--- src/rtl/spi_arbiter.sv ---
// spi_arbiter: shares one SPI master engine between NREQ requesters in
// round-robin order, steering the master's chip-select onto the granted
// slave and returning the received word with a one-cycle acknowledge.
module spi_arbiter #(
  parameter int NREQ    = 4,
  parameter int BITS    = 16,
  parameter int IDLEGAP = 2
) (
  input  logic                 clk,
  input  logic                 rst,
  input  logic [NREQ-1:0]      req,
  input  logic [NREQ*BITS-1:0] reqData,
  output logic [NREQ-1:0]      ack,
  output logic [BITS-1:0]      rdData,
  output logic [NREQ-1:0]      grant,
  output logic                 spiStart,
  output logic [BITS-1:0]      spiDataOut,
  input  logic                 spiWorking,
  input  logic [BITS-1:0]      spiDataIn,
  input  logic                 spiCs,
  output logic [NREQ-1:0]      csN
);

  localparam int PW = $clog2(NREQ);
  localparam logic [NREQ-1:0] ONE_HOT0 = {{(NREQ-1){1'b0}}, 1'b1};

  typedef enum logic [2:0] {IDLE, START, BUSY, DONE, GAP} state_t;

  state_t        state;
  state_t        state_next;
  logic [PW-1:0] ptr;
  logic [PW-1:0] win_idx;
  logic [PW-1:0] arb_idx;
  logic          arb_found;
  logic          arb_go;
  logic [PW:0]   cand;
  logic [7:0]    gap_cnt;

  // Round-robin search: first requesting index at or after ptr, wrapping
  // with an explicit compare so non-power-of-2 NREQ works.
  always_comb begin
    arb_found = 1'b0;
    arb_idx   = '0;
    cand      = '0;
    for (int k = 0; k < NREQ; k++) begin
      cand = {1'b0, ptr} + (PW+1)'(k);
      if (cand > (PW+1)'(NREQ-1)) cand = cand - (PW+1)'(NREQ);
      if (!arb_found && req[cand[PW-1:0]]) begin
        arb_found = 1'b1;
        arb_idx   = cand[PW-1:0];
      end
    end
  end

  assign arb_go = arb_found && !spiWorking;

  // State register.
  always_ff @(posedge clk) begin
    if (rst) state <= IDLE;
    else     state <= state_next;
  end

  // Next-state logic for the start/working handshake and the idle gap.
  always_comb begin
    state_next = state;
    case (state)
      IDLE:    if (arb_go) state_next = START;
      START:   if (spiWorking) state_next = BUSY;
      BUSY:    if (!spiWorking) state_next = DONE;
      DONE:    state_next = (IDLEGAP == 0) ? IDLE : GAP;
      GAP:     if (gap_cnt <= 8'd1) state_next = IDLE;
      default: state_next = IDLE;
    endcase
  end

  // Datapath registers: grant, transmit word, captured receive word,
  // round-robin pointer and gap counter.
  always_ff @(posedge clk) begin
    if (rst) begin
      ptr        <= '0;
      win_idx    <= '0;
      grant      <= '0;
      spiDataOut <= '0;
      rdData     <= '0;
      gap_cnt    <= '0;
    end else begin
      case (state)
        IDLE: begin
          if (arb_go) begin
            win_idx    <= arb_idx;
            grant      <= ONE_HOT0 << arb_idx;
            spiDataOut <= reqData[arb_idx*BITS +: BITS];
          end
        end
        BUSY: begin
          if (!spiWorking) rdData <= spiDataIn;
        end
        DONE: begin
          grant   <= '0;
          gap_cnt <= 8'(IDLEGAP);
          ptr     <= (win_idx == PW'(NREQ-1)) ? '0 : win_idx + 1'b1;
        end
        GAP: begin
          gap_cnt <= gap_cnt - 8'd1;
        end
        default: ;
      endcase
    end
  end

  // Moore-style outputs: start strobe until the master reacts, ack in DONE.
  always_comb begin
    spiStart = 1'b0;
    ack      = '0;
    case (state)
      START:   spiStart = !spiWorking;
      DONE:    ack      = ONE_HOT0 << win_idx;
      default: ;
    endcase
  end

  // Only the granted slave sees the master's chip-select.
  assign csN = ~grant | {NREQ{spiCs}};

endmodule

--- config.mk ---
export PLATFORM = sky130hd
export DESIGN_NAME = spi_arbiter
export DESIGN_NICKNAME = d
export VERILOG_FILES = /design/src/rtl/spi_arbiter.sv
export SDC_FILE = /design/constraint.sdc
export NUM_CORES = 1
export LEC_CHECK = 0
export ABC_AREA = 1
export BUFFER_PORTS_ARGS = -buffer_cell sky130_fd_sc_hd__buf_4
export CORE_MARGIN = 2
export CORE_UTILIZATION = 35
export CTS_CLUSTER_SIZE = 20
export DETAILED_ROUTE_END_ITERATION = 8
export PLACE_DENSITY_LB_ADDON = 0.2
export SYNTH_ARGS = -nofsm -noshare
export SYNTH_HDL_FRONTEND = slang
export SYNTH_SLANG_ARGS = --single-unit
--- constraint.sdc ---
create_clock -name clk -period 1.5 [get_ports clk]
set_input_delay 0 -clock clk [delete_from_list [all_inputs] [get_ports clk]]
set_output_delay 0 -clock clk [all_outputs]
set_load 0.01 [all_outputs]
==> flow_metrics.env, run 1 <==
export IMPL_outcome="complete, but fails checks"
export IMPL_violations="setup timing"
export IMPL_drt_first_pass_iters=4
export IMPL_num_vias=3638
export IMPL_drc=0
export IMPL_min_to="spiDataOut[15]$_SDFFE_PP0P_"
export IMPL_maxSlewHeadroom_pct=55.1
export IMPL_yosysSeqAreaShare_pct=32.2
export IMPL_setup_viol_count_final=24
export IMPL_wl_mm=9.72
export IMPL_post_drt_wl_per_cell_um=12.8
export IMPL_cts_htree_levels=2
export IMPL_p_leak_nw=2.53
export IMPL_critPathKind="reg2reg"
export IMPL_crit_chain="buf_12 -> nand2_1 -> nand2_2 -> nand2_2 -> nand2_2 -> nor2_2 -> nor2_4 -> nand2_8 -> buf_4 -> nand2_4 -> nand2_1 -> nand3_2 -> nand2_1 -> nor2_1 -> nor2_1"
export IMPL_holdPathStages=5
export IMPL_rrSetupSlack_ns=-0.36
export IMPL_start_kind="flop"
export IMPL_ys_types=32
export IMPL_crit_required_ns=1.71
export IMPL_grt_max_degree=31
export IMPL_hold_violations=0
export IMPL_min_from="reqData[15]"
export IMPL_cts_sinks=51
export IMPL_final_cells=759
export IMPL_ys_seq_elements=51
export IMPL_worst_slack_ns=-0.363
export IMPL_drv_cap=0
export IMPL_fin_hold_ws_ns=0.0132
export IMPL_slowest_delay_ns=0.41
export IMPL_finalCritPeriodShare_pct=124
export IMPL_synth_area_um2=3170
export IMPL_syn_inst=481
export IMPL_r2r_start="ptr[0]$_SDFFE_PP0P_"
export IMPL_nets=744
export IMPL_rr_worst_depth=15
export IMPL_core_area_um2=8760
export IMPL_dpl_cell_area_um2=4460
export IMPL_ioPinCount=133
export IMPL_row_count=34
export IMPL_peakVddDrop_v=0.000501
export IMPL_vias_per_cell=4.79
export IMPL_cts_tree="yes"
export IMPL_clock_latency_ns=0.31
export IMPL_drive_gt1_share_pct=39.5
export IMPL_synth_top_cell_area_share_pct=32.2
export IMPL_multi_input_area_um2=2040
export IMPL_drtAntennaViolNets=0
export IMPL_port_buffers=132
export IMPL_ys_warnings_count=0
export IMPL_power_density_nw_per_um2=1050
export IMPL_synth_top_cells_by_count="nand2_1, nand3_1, dfxtp_1"
export IMPL_grtUsageTotal_pct=18.6
export IMPL_place_congestion=0.959
export IMPL_syn_area_per_cell_um2=6.59
export IMPL_die_h_um=99.2
export IMPL_rsz0062_at_grt="true"
export IMPL_fillCellCount=778
export IMPL_placed_cells=725
export IMPL_overflow=0
export IMPL_synth_area_leaders="dfxtp_1, nand2_1, nand3_1"
export IMPL_maxSlewViolCount=0
export IMPL_grt_pass1_wl_mm=15.3
export IMPL_fmax_ghz=0.537
export IMPL_critPathArrivalTime_ns=2.08
export IMPL_async_flop_share_pct=0
export IMPL_synthToLayoutAreaGrowth_pct=62.5
export IMPL_synth_main_ff_cell="dfxtp_1"
export IMPL_cts_buffers=5
export IMPL_layout_area_seq_um2=1030
export IMPL_design_area_um2=5150
export IMPL_synth_most_common_cell="nand2_1"
export IMPL_die_w_um=99.2
export IMPL_design_die_area_um2=9840
export IMPL_fin_worst_skew_ns=0.00758
export IMPL_antenna_cells=0
export IMPL_synth_largest_area_cell="dfxtp_1"
export IMPL_drt_iter0_markers=84
export IMPL_dp_hpwl_mm=6.77
export IMPL_hp_class="in2reg"
export IMPL_synth_edf_count=0
export IMPL_tightestPinTransition_ns=0.672
export IMPL_end_kind="flop"
export IMPL_cts_root_buf="clkbuf_8"
export IMPL_reg2reg_to="spiDataOut[15]$_SDFFE_PP0P_"
export IMPL_grt_pass1_vias=3424
export IMPL_layout_min_cycle_time_ns=1.86
export IMPL_clk_pin_slew_ns=0.10
export IMPL_syn_nets=575
export IMPL_antenna_found_initial=0
export IMPL_cts_buffer_depth=2
export IMPL_crit_fanout=7
export IMPL_start_util_pct=36.2
export IMPL_slowest_stage="dfxtp_4"
report_power, final:
part / internal, mW / total, mW / switching [mW]
combinational: 1.31 / 2.75 / 1.44
sequential: 1.55 / 1.67 / 0.121
clock: 0.504 / 1.00 / 0.501
routing by layer:
metal	track usage [%]	wire length (um)	vias up
li1	-	-	1891
met1	22.8	4130	1621
met2	33.2	4880	120
met3	4.29	607	6
met4	4.32	93	0
met5	0	0	-
kinds of logic (layout without fill, tap and decap cells):
group | Yosys count | in the layout | share of synthesized area (%)
compound gates | 65 | 65 | 11.8
buf+inv | 82 | 251 | 11.7
simple gates | 277 | 278 | 41.9
fa+ha+maj | 6 | 6 | 2.37
flops | 51 | 51 | 32.2
layout make-up:
type                    count  share of cell area, %
clock inverters             3                  0.898
clock buffers               5                   1.33
flip-flops and latches     51                   20.0
multi-input cells         349                   39.5
well taps                 108                   2.62
repair buffers            188                   31.4
inverters                  55                   4.25
critical path: cells and delay by family, from the launching register on:
family / cells / cell delay [ns]
flip-flops: 1 / 0.41
buffers and inverters: 2 / 0.28
AND/OR/NAND/NOR: 13 / 1.06
sequential cells by signal (all words and copies together), names as in the netlist:
name,flops
gap_cnt,8
grant,4
ptr,2
rdData,16
spiDataOut,16
state,3
win_idx,2
how the worst max path moves through the flow:
stage | endpoint | startpoint | cells after the start
2_1_floorplan | spiDataOut[15]$_SDFFE_PP0P_ | ptr[0]$_SDFFE_PP0P_ | 15
3_3_place_gp | spiDataOut[15]$_SDFFE_PP0P_ | ptr[0]$_SDFFE_PP0P_ | 13
3_5_place_dp | spiDataOut[9]$_SDFFE_PP0P_ | ptr[0]$_SDFFE_PP0P_ | 13
4_1_cts | spiDataOut[9]$_SDFFE_PP0P_ | ptr[0]$_SDFFE_PP0P_ | 14
5_1_grt | spiDataOut[15]$_SDFFE_PP0P_ | ptr[0]$_SDFFE_PP0P_ | 15
6_report | spiDataOut[15]$_SDFFE_PP0P_ | ptr[0]$_SDFFE_PP0P_ | 15
cell usage in the layout, fill, tap and decap left out, types with 4 or more instances in the layout:
master	Yosys	final
buf_4	3	159
inv_1	50	47
a21oi_1	33	32
nand3_1	75	66
o21ai_0	13	13
nand2_2	3	17
clkbuf_8	0	5
dlygate4sd3_1	0	16
nand2_4	6	14
nand2_1	123	99
nor3_1	5	4
ha_1	6	6
nand3_2	3	10
dfxtp_2	0	4
nor2_2	0	5
nand3b_1	16	16
inv_2	5	4
dfxtp_1	51	46
buf_12	0	9
nor2_1	37	31
a211oi_1	6	6
o21a_1	7	7
repair_timing:
| item | in CTS | in global routing |
|---|---|---|
| endpoints found under the hold margin | 16 | 0 |
| endpoints found under the setup margin | 28 | 30 |
| gates cloned | 0 | 4 |
| gates resized for setup | 10 | 66 |
| hold buffers | 16 | 0 |
| buffers inserted | 1 | 5 |
| pin swaps | 3 | 8 |
metrics by stage:
step | utilization [%] | power, mW | setup TNS [ns] | setup WS, ns
global placement | 50.9 | 4.00 | -6.31 | -0.328
CTS | 54.6 | 5.12 | -6.21 | -0.295
finish | 58.8 | 5.42 | -7.01 | -0.363
floorplan | - | 3.14 | -2.44 | -0.135
global route | 58.8 | 5.82 | -9.90 | -0.515
detailed placement | 50.9 | 4.02 | -6.75 | -0.370
(Power assumes the default switching activity.)
==> inputs of run 2 (changes only) <==
--- a/config.mk
+++ b/config.mk
@@ -8,7 +8,7 @@
 export ABC_AREA = 1
 export BUFFER_PORTS_ARGS = -buffer_cell sky130_fd_sc_hd__buf_4
 export CORE_MARGIN = 2
-export CORE_UTILIZATION = 35
+export CORE_UTILIZATION = 48
 export CTS_CLUSTER_SIZE = 20
 export DETAILED_ROUTE_END_ITERATION = 8
 export PLACE_DENSITY_LB_ADDON = 0.2
==> constraint.sdc (replaced) <==
create_clock -name clk -period 2.05 [get_ports clk]
set_input_delay 0 -clock clk [delete_from_list [all_inputs] [get_ports clk]]
set_output_delay 0 -clock clk [all_outputs]
set_load 0.01 [all_outputs]
==> run 2 against run 1 <==
  * The flow now finishes without violations
  * Clock skew about the same
  * Largest cell class unchanged
  * Core utilization up 12 points
  * Critical endpoint is now spiDataOut[3]$_SDFFE_PP0P_
  * Non-clock buffer count down 28
  * Highest routed layer unchanged
  * Register-to-register slack better by 0.52 ns
  * Sequential power down 27%
  * Fmax down 1.8%
  * Die area down 26%
==> flow_metrics.env, run 2 (synthesis gave the netlist of run 1 again) <==
export IMPL_port_buffers=132
export IMPL_wl_met2_mm=4.51
export IMPL_top_layer="met4"
export IMPL_met1Wirelength_mm=3.75
export IMPL_design_die_area_um2=7270
export IMPL_drt_iter0_markers=118
export IMPL_cts_sinks=51
export IMPL_num_vias=3614
export IMPL_antenna_cells=0
export IMPL_place_congestion=0.886
export IMPL_postCtsSetupBuffers=0
export IMPL_p_seq_share_pct=35.4
export IMPL_cts_buffers=5
export IMPL_combPwrFrac_pct=46.4
export IMPL_fin_worst_skew_ns=0.00776
export IMPL_p_int_mw=2.07
export IMPL_cts_buffer_depth=2
export IMPL_fin_hold_ws_ns=0.00890
export IMPL_critPathArrivalTime_ns=2.11
export IMPL_min_from="reqData[7]"
export IMPL_die_w_um=85.3
export IMPL_grtUsageTotal_pct=25.0
export IMPL_nets=715
export IMPL_hold_violations=0
export IMPL_design_area_um2=4500
export IMPL_synthToLayoutAreaGrowth_pct=41.9
export IMPL_power_density_nw_per_um2=766
export IMPL_wl_met3_um=669
export IMPL_cts_root_buf="clkbuf_8"
export IMPL_post_drt_wl_per_cell_um=13.0
export IMPL_final_cells=699
export IMPL_start_kind="flop"
export IMPL_worst_slack_ns=0.154
export IMPL_outcome="finished, final reports clean"
export IMPL_grt_pass1_wl_mm=15.2
export IMPL_tightestPinTransition_ns=0.645
export IMPL_critPathKind="reg2reg"
export IMPL_mostFrequentLayoutCells="buf_4, nand2_1, nand3_1"
export IMPL_peakVddDrop_v=0.000427
export IMPL_p_total_mw=3.45
export IMPL_layout_min_cycle_time_ns=1.90
export IMPL_placed_cells=675
export IMPL_hp_class="in2reg"
export IMPL_reg_largest_list="rdData x16, spiDataOut x16, gap_cnt x8"
export IMPL_antenna_found_initial=0
export IMPL_place_ws_ns=0.109
export IMPL_drc=0
export IMPL_r2r_start="ptr[0]$_SDFFE_PP0P_"
export IMPL_drt_first_pass_iters=4
export IMPL_p_switching_mw=1.37
export IMPL_p_leak_nw=2.27
export IMPL_cts_htree_levels=2
export IMPL_drtAntennaViolNets=0
export IMPL_finalCritPeriodShare_pct=92.5
export IMPL_grt_pass1_vias=3466
export IMPL_die_h_um=85.3
export IMPL_setup_tns_final_ns=0
export IMPL_ioPinCount=133
export IMPL_maxSlewHeadroom_pct=57.0
export IMPL_clock_latency_ns=0.31
export IMPL_dp_hpwl_mm=6.55
export IMPL_final_core_util_pct=70.5
export IMPL_maxSlewViolCount=0
export IMPL_fmax_ghz=0.527
export IMPL_p_clk_share_pct=18.2
export IMPL_wl_mm=9.08
export IMPL_p_sw_share_pct=39.8
export IMPL_crit_fanout=19
export IMPL_cts_tree="yes"
export IMPL_row_count=29
export IMPL_grt_max_degree=32
export IMPL_final_common_cell="buf_4"
export IMPL_drive_gt1_share_pct=30.1
export IMPL_setup_viol_count_final=0
export IMPL_setup_worst_path_start="ptr[0]$_SDFFE_PP0P_"
export IMPL_clk_pin_slew_ns=0.10
export IMPL_overflow=0
export IMPL_crit_required_ns=2.27
export IMPL_core_area_um2=6390
export IMPL_drv_cap=0
export IMPL_end_kind="flop"
export IMPL_start_util_pct=49.7
export IMPL_dpl_cell_area_um2=4200
export IMPL_vias_per_cell=5.17
## run 2: worst paths after layout
| check | depth (start not counted) | slack [ns] | endpoint |
|---|---|---|---|
| worst max register to register | 13 | 0.15 | spiDataOut[3]$_SDFFE_PP0P_ |
| worst min register to register | 2 | 0.47 | rdData[13]$_SDFFE_PP0P_ |
| worst max-delay path | 13 | 0.15 | spiDataOut[3]$_SDFFE_PP0P_ |
| worst min-delay path | 5 | 0.009 | spiDataOut[7]$_SDFFE_PP0P_ |
## run 2: what timing repair did
item                       CTS  global route
setup endpoints to repair    0            17
hold buffers                16             0
hold endpoints to repair    16             0
resized for setup            0            17
## run 2: metal layers
layer	vias to the layer above	track usage [%]
met5	-	0
met4	0	7.36
met3	18	6.03
met2	147	44.2
met1	1618	30.0
li1	1831	-
## run 2: critical path, stage by stage (launching register included)
cell and delay (ns):
dfxtp_4 0.39, buf_4 0.14, nand2_1 0.08, nand3_1 0.12
nand2_1 0.12, a21oi_2 0.19, nand2_2 0.12, nand2_8 0.14
buf_12 0.15, nand2_1 0.05, nand3_1 0.10, nand2_1 0.06
nor2_1 0.08, nor2_1 0.05
## run 2: power by group through the flow
stage                     Sequential [mW]  Combinational, mW  Clock [mW]
after floorplan                      1.27               1.00           0
after global routing                 1.24               1.78       0.682
final                                1.22               1.60       0.629
after detailed placement             1.24               1.53           0
after CTS                            1.22               1.56       0.651
after global placement               1.24               1.51           0
## run 2: cell type report
type	instances	area, um^2
Inverter	55	211
Clock inverter	3	28.8
Multi-Input combinational cell	348	1810
Sequential cell	51	1030
Tap cell	77	96.3
Fill cell	558	1880
Timing Repair Buffer	160	1260
Clock buffer	5	68.8
